$ cat config.mk
export PLATFORM = sky130hd
export DESIGN_NAME = hex_display_ctrl
export DESIGN_NICKNAME = d
export VERILOG_FILES = /design/src/rtl/hex_display_ctrl.sv
export SDC_FILE = /design/constraint.sdc
export NUM_CORES = 1
export LEC_CHECK = 0
export CAP_MARGIN = 25
export CORE_MARGIN = 1.5
export CORE_UTILIZATION = 57
export CTS_CLUSTER_SIZE = 20
export DETAILED_ROUTE_END_ITERATION = 10
export GPL_ROUTABILITY_DRIVEN = 1
export HOLD_SLACK_MARGIN = 0.08
export PLACE_DENSITY = 0.85
export RECOVER_POWER = 25
export SYNTH_ARGS = -nofsm -noshare
export SYNTH_HDL_FRONTEND = slang
export SYNTH_SLANG_ARGS = --single-unit
export TNS_END_PERCENT = 30
$ cat constraint.sdc
create_clock -name clk -period 4.7 [get_ports clk]
set_input_delay 1.41 -clock clk [delete_from_list [all_inputs] [get_ports clk]]
set_output_delay 1.41 -clock clk [all_outputs]
set_load 0.01 [all_outputs]
$ cat src/rtl/hex_display_ctrl.sv
// rtl/hex_display_ctrl.sv - time-shares one external sevenseg decoder across NDIGITS hex digits
module hex_display_ctrl #(
  parameter int NDIGITS     = 6,
  parameter int REFRESH_DIV = 50000,
  parameter bit BLANK_LZ    = 1'b1
) (
  input  logic                 clk,
  input  logic                 rst_n,
  input  logic                 wr_en,
  input  logic [4*NDIGITS-1:0] wr_data,
  input  logic                 display_on,
  output logic                 wr_ack,
  output logic                 busy,
  output logic [3:0]           dec_in,
  output logic                 dec_ctrl,
  input  logic [6:0]           dec_out,
  output logic [7*NDIGITS-1:0] hex_out
);
  localparam int IW = (NDIGITS > 1) ? $clog2(NDIGITS) : 1;
  localparam int CW = (REFRESH_DIV > 1) ? $clog2(REFRESH_DIV) : 1;
  localparam logic [IW-1:0] LAST_IDX = IW'(NDIGITS - 1);
  localparam logic [CW-1:0] LAST_CNT = CW'(REFRESH_DIV - 1);

  typedef enum logic [1:0] {IDLE, SELECT, CAPTURE} state_t;

  state_t               state, state_next;
  logic [4*NDIGITS-1:0] value, snap, snap_next, sel_snap, shifted;
  logic [IW-1:0]        idx, idx_next;
  logic [CW-1:0]        rcnt;
  logic                 pending, tc, req, start, load_dec, blank;

  always_comb begin
    tc         = (rcnt == LAST_CNT);
    req        = wr_en | tc | pending;
    start      = 1'b0;
    load_dec   = 1'b0;
    state_next = state;
    idx_next   = idx;
    case (state)
      IDLE:    if (req) start = 1'b1;
      SELECT:  state_next = CAPTURE;
      CAPTURE: begin
        if (idx == LAST_IDX) begin
          if (req) start = 1'b1;
          else     state_next = IDLE;
        end else begin
          state_next = SELECT;
          idx_next   = idx + 1'b1;
          load_dec   = 1'b1;
        end
      end
      default: state_next = IDLE;
    endcase
    if (start) begin
      state_next = SELECT;
      idx_next   = '0;
      load_dec   = 1'b1;
    end
    // A write in the same cycle as a sweep start must be the data that sweep shows
    snap_next = wr_en ? wr_data : value;
    sel_snap  = start ? snap_next : snap;
    shifted   = sel_snap >> {idx_next, 2'b00};
    blank     = BLANK_LZ && (idx_next != '0) && (shifted == '0);
  end

  assign busy = (state != IDLE);

  always_ff @(posedge clk or negedge rst_n) begin
    if (!rst_n) begin
      state    <= IDLE;
      value    <= '0;
      snap     <= '0;
      idx      <= '0;
      rcnt     <= '0;
      pending  <= 1'b0;
      wr_ack   <= 1'b0;
      dec_in   <= 4'h0;
      dec_ctrl <= 1'b0;
      hex_out  <= '1;
    end else begin
      state  <= state_next;
      idx    <= idx_next;
      wr_ack <= wr_en;
      rcnt   <= tc ? '0 : rcnt + 1'b1;
      if (wr_en) value <= wr_data;
      if (start) snap <= snap_next;
      if (start)                              pending <= 1'b0;
      else if ((state != IDLE) && (wr_en || tc)) pending <= 1'b1;
      if (load_dec) begin
        dec_in   <= shifted[3:0];
        dec_ctrl <= display_on & ~blank;
      end
      // Decoder result for the selected digit is sampled on the edge that enters CAPTURE
      if (state == SELECT) begin
        for (int k = 0; k < NDIGITS; k++) begin
          if (idx == IW'(k)) hex_out[7*k +: 7] <= dec_ctrl ? dec_out : 7'h7F;
        end
      end
    end
  end
endmodule
==> impl_metrics.env <==
export IMPL_status="complete, but fails checks"
export IMPL_failed_checks="max-capacitance violations, max-slew violations"
export IMPL_max_cap_violations=1
export IMPL_synth_edff_count=0
export IMPL_start_kind="register"
export IMPL_grt_overflow=0
export IMPL_htree_levels=4
export IMPL_io_buffers=83
export IMPL_postRouteAntennaNets=0
export IMPL_ys_types=49
export IMPL_die_x_um=97.1
export IMPL_setup_violations=0
export IMPL_cellPowerDensity_nw_per_um2=739
export IMPL_layout_nets=611
export IMPL_core_area_um2=8640
export IMPL_r2r_start="rcnt[8]"
export IMPL_n_antenna_cell=0
export IMPL_synth_top_family_by_area="simple AND/OR/NAND/NOR gates"
export IMPL_cts_hold_buf=0
export IMPL_cts_sinks=118
export IMPL_avgRoutedWirePerCell_um=18.6
export IMPL_rrSetupSlack_ns=1.94
export IMPL_synth_compound_area_frac=0.106
export IMPL_die_area_um2=9440
export IMPL_grt_use_total=0.283
export IMPL_cp_required_ns=3.29
export IMPL_synth_simple_area_share=0.177
export IMPL_firstDrtPassIters=5
export IMPL_ir_drop_uv=336
export IMPL_gp_congestion=0.889
export IMPL_cts_tree="yes"
export IMPL_endpoint_kind="output pin"
export IMPL_antenna_found_initial=0
export IMPL_ys_seq_elements=118
export IMPL_syn_inst=482
export IMPL_grt_setup_unrepaired="false"
export IMPL_seq_area_frac_synth=0.595
export IMPL_setup_tns_ns=0
export IMPL_max_freq_ghz=0.316
export IMPL_clk_pin_slew_ns=0.06
export IMPL_hold_end="rcnt[0]"
export IMPL_finalWirelength_mm=12.8
export IMPL_synth_most_common_cell="nand2_1"
export IMPL_critPathKind="register to output pin"
export IMPL_clock_root_buffer="clkbuf_8"
export IMPL_synth_fa_ha_area_frac=0.0149
export IMPL_leakagePower_nw=2.91
export IMPL_initial_utilization=0.585
export IMPL_arrival_ns=1.76
export IMPL_synthTopCellsByCount="99 x nand2_1, 76 x dfrtp_1, 44 x nor2_1"
export IMPL_vias=3995
export IMPL_cts_resized=0
export IMPL_hold_start="rcnt[0]"
export IMPL_crit_fanout=7
export IMPL_grt_max_degree=89
export IMPL_dp_hpwl_mm=8.23
export IMPL_finClkSkew_ns=0.0134
export IMPL_drtIter0Drc=353
export IMPL_hold_path_class="register to register"
export IMPL_muxShareOfSynthArea=0.0654
export IMPL_postCtsSetupBuffers=0
export IMPL_synthTopCellsByArea="dfrtp_1 38%, dfstp_2 22%, nand2_1 7.4%"
export IMPL_cts_buffer_depth=2
export IMPL_grt_pass1_wl_mm=20.8
export IMPL_hold_depth=1
export IMPL_yosysTopAreaCell="dfrtp_1"
export IMPL_synth_xor_area_frac=0.0225
export IMPL_finalMaxSlewViolations=32
export IMPL_slew_headroom=-0.171
export IMPL_clk_latency_ns=0.52
export IMPL_drc=0
export IMPL_via_per_inst=5.78
export IMPL_async_flop_share=1.00
export IMPL_p_total_mw=4.89
export IMPL_grt_pass1_vias=4143
export IMPL_syn_num_nets=523
export IMPL_row_count=34
export IMPL_synth_top_area_share=0.376
export IMPL_cts_buffers=17
export IMPL_r2r_end="dec_ctrl"
export IMPL_syn_area_per_cell_um2=10.5
export IMPL_area_growth_pct=31.0
export IMPL_rr_worst_depth=7
export IMPL_synth_ff_type="dfrtp_1"
export IMPL_die_h_um=97.1
export IMPL_io_pins=84
export IMPL_yosys_warnings=0
export IMPL_drive_gt1_frac=0.187
export IMPL_hold_violations=0
export IMPL_tightest_slew_ns=1.76
export IMPL_syn_area_um2=5050
export IMPL_min_period_ns=3.17
export IMPL_period_share=0.674
==> cells by family (layout without fill, tap and decap cells) <==
kind of cell | count (synthesis) | after routing
xor+xnor | 13 | 13
buf+inv | 24 | 125
mux | 30 | 30
flops | 118 | 118
simple gates | 200 | 200
compound gates | 91 | 91
fa+ha+maj | 6 | 6
==> layout make-up <==
cell class | count | area [um^2]
multi-input cells | 340 | 1950
well taps | 108 | 135
fillers | 535 | 2020
inverters | 4 | 15.0
repair buffers | 89 | 890
clock inverters | 11 | 173
clock buffers | 21 | 449
flip-flops and latches | 118 | 3010
==> power breakdown <==
part	leakage [nW]	switching [mW]	internal (mW)
Clock	0.291	0.463	0.890
Combinational	1.26	0.986	0.802
Sequential	1.36	0.261	1.49
Total	2.91	1.71	3.18
==> state kept, by name, summed over array words and instances (netlist names) <==
name	cells
dec_ctrl	1
dec_in	4
hex_out	42
idx	3
pending	1
rcnt	16
snap	24
state	2
value	24
wr_ack	1
==> through the flow <==
step | utilization | setup slack, ns | cells | area, um^2 | hold slack [ns]
floorplan | - | 1.88 | 482 | 5050 | 0.425
global placement | 0.691 | 1.24 | 658 | 5970 | 0.439
detailed placement | 0.691 | 1.15 | 658 | 5970 | 0.450
CTS | 0.763 | 1.52 | 690 | 6590 | 0.457
global route | 0.766 | 1.50 | 691 | 6620 | 0.484
finish | 0.766 | 1.53 | 691 | 6620 | 0.453
==> metal layers <==
metal,track usage,part of all wire,vias up
met3,0.0856,0.071,35
li1,-,-,1826
met5,0,0,-
met2,0.483,0.52,196
met1,0.323,0.38,1938
met4,0.138,0.029,0
==> cells in the final DEF (no fill, tap or decap), drive strengths merged, types with 5 or more instances in the layout <==
master	count
nor2	45
inv	5
clkbuf	22
a21oi	31
buf	6
xnor2	5
o21ai	37
nor2b	10
nand3	17
dfrtp	76
ha	6
nand2	99
and3	6
clkdlybuf4s50	82
mux2i	6
mux2	24
xor2	8
dfstp	42
==> worst max path at each step <==
| stage | from | cells after the start | endpoint |
|---|---|---|---|
| floorplan | wr_en | 7 | dec_ctrl |
| global placement | wr_en | 7 | dec_ctrl |
| detailed placement | wr_en | 7 | dec_ctrl |
| CTS | state[0] | 2 | busy |
| global route | state[0] | 2 | busy |
| finish | state[0] | 2 | busy |
==> critical path, stage by stage (launching register included) <==
cell	delay (ns)
dfrtp_1	0.45
or2_2	0.31
clkdlybuf4s50_1	0.48
Power figures use the tool's default switching activity.
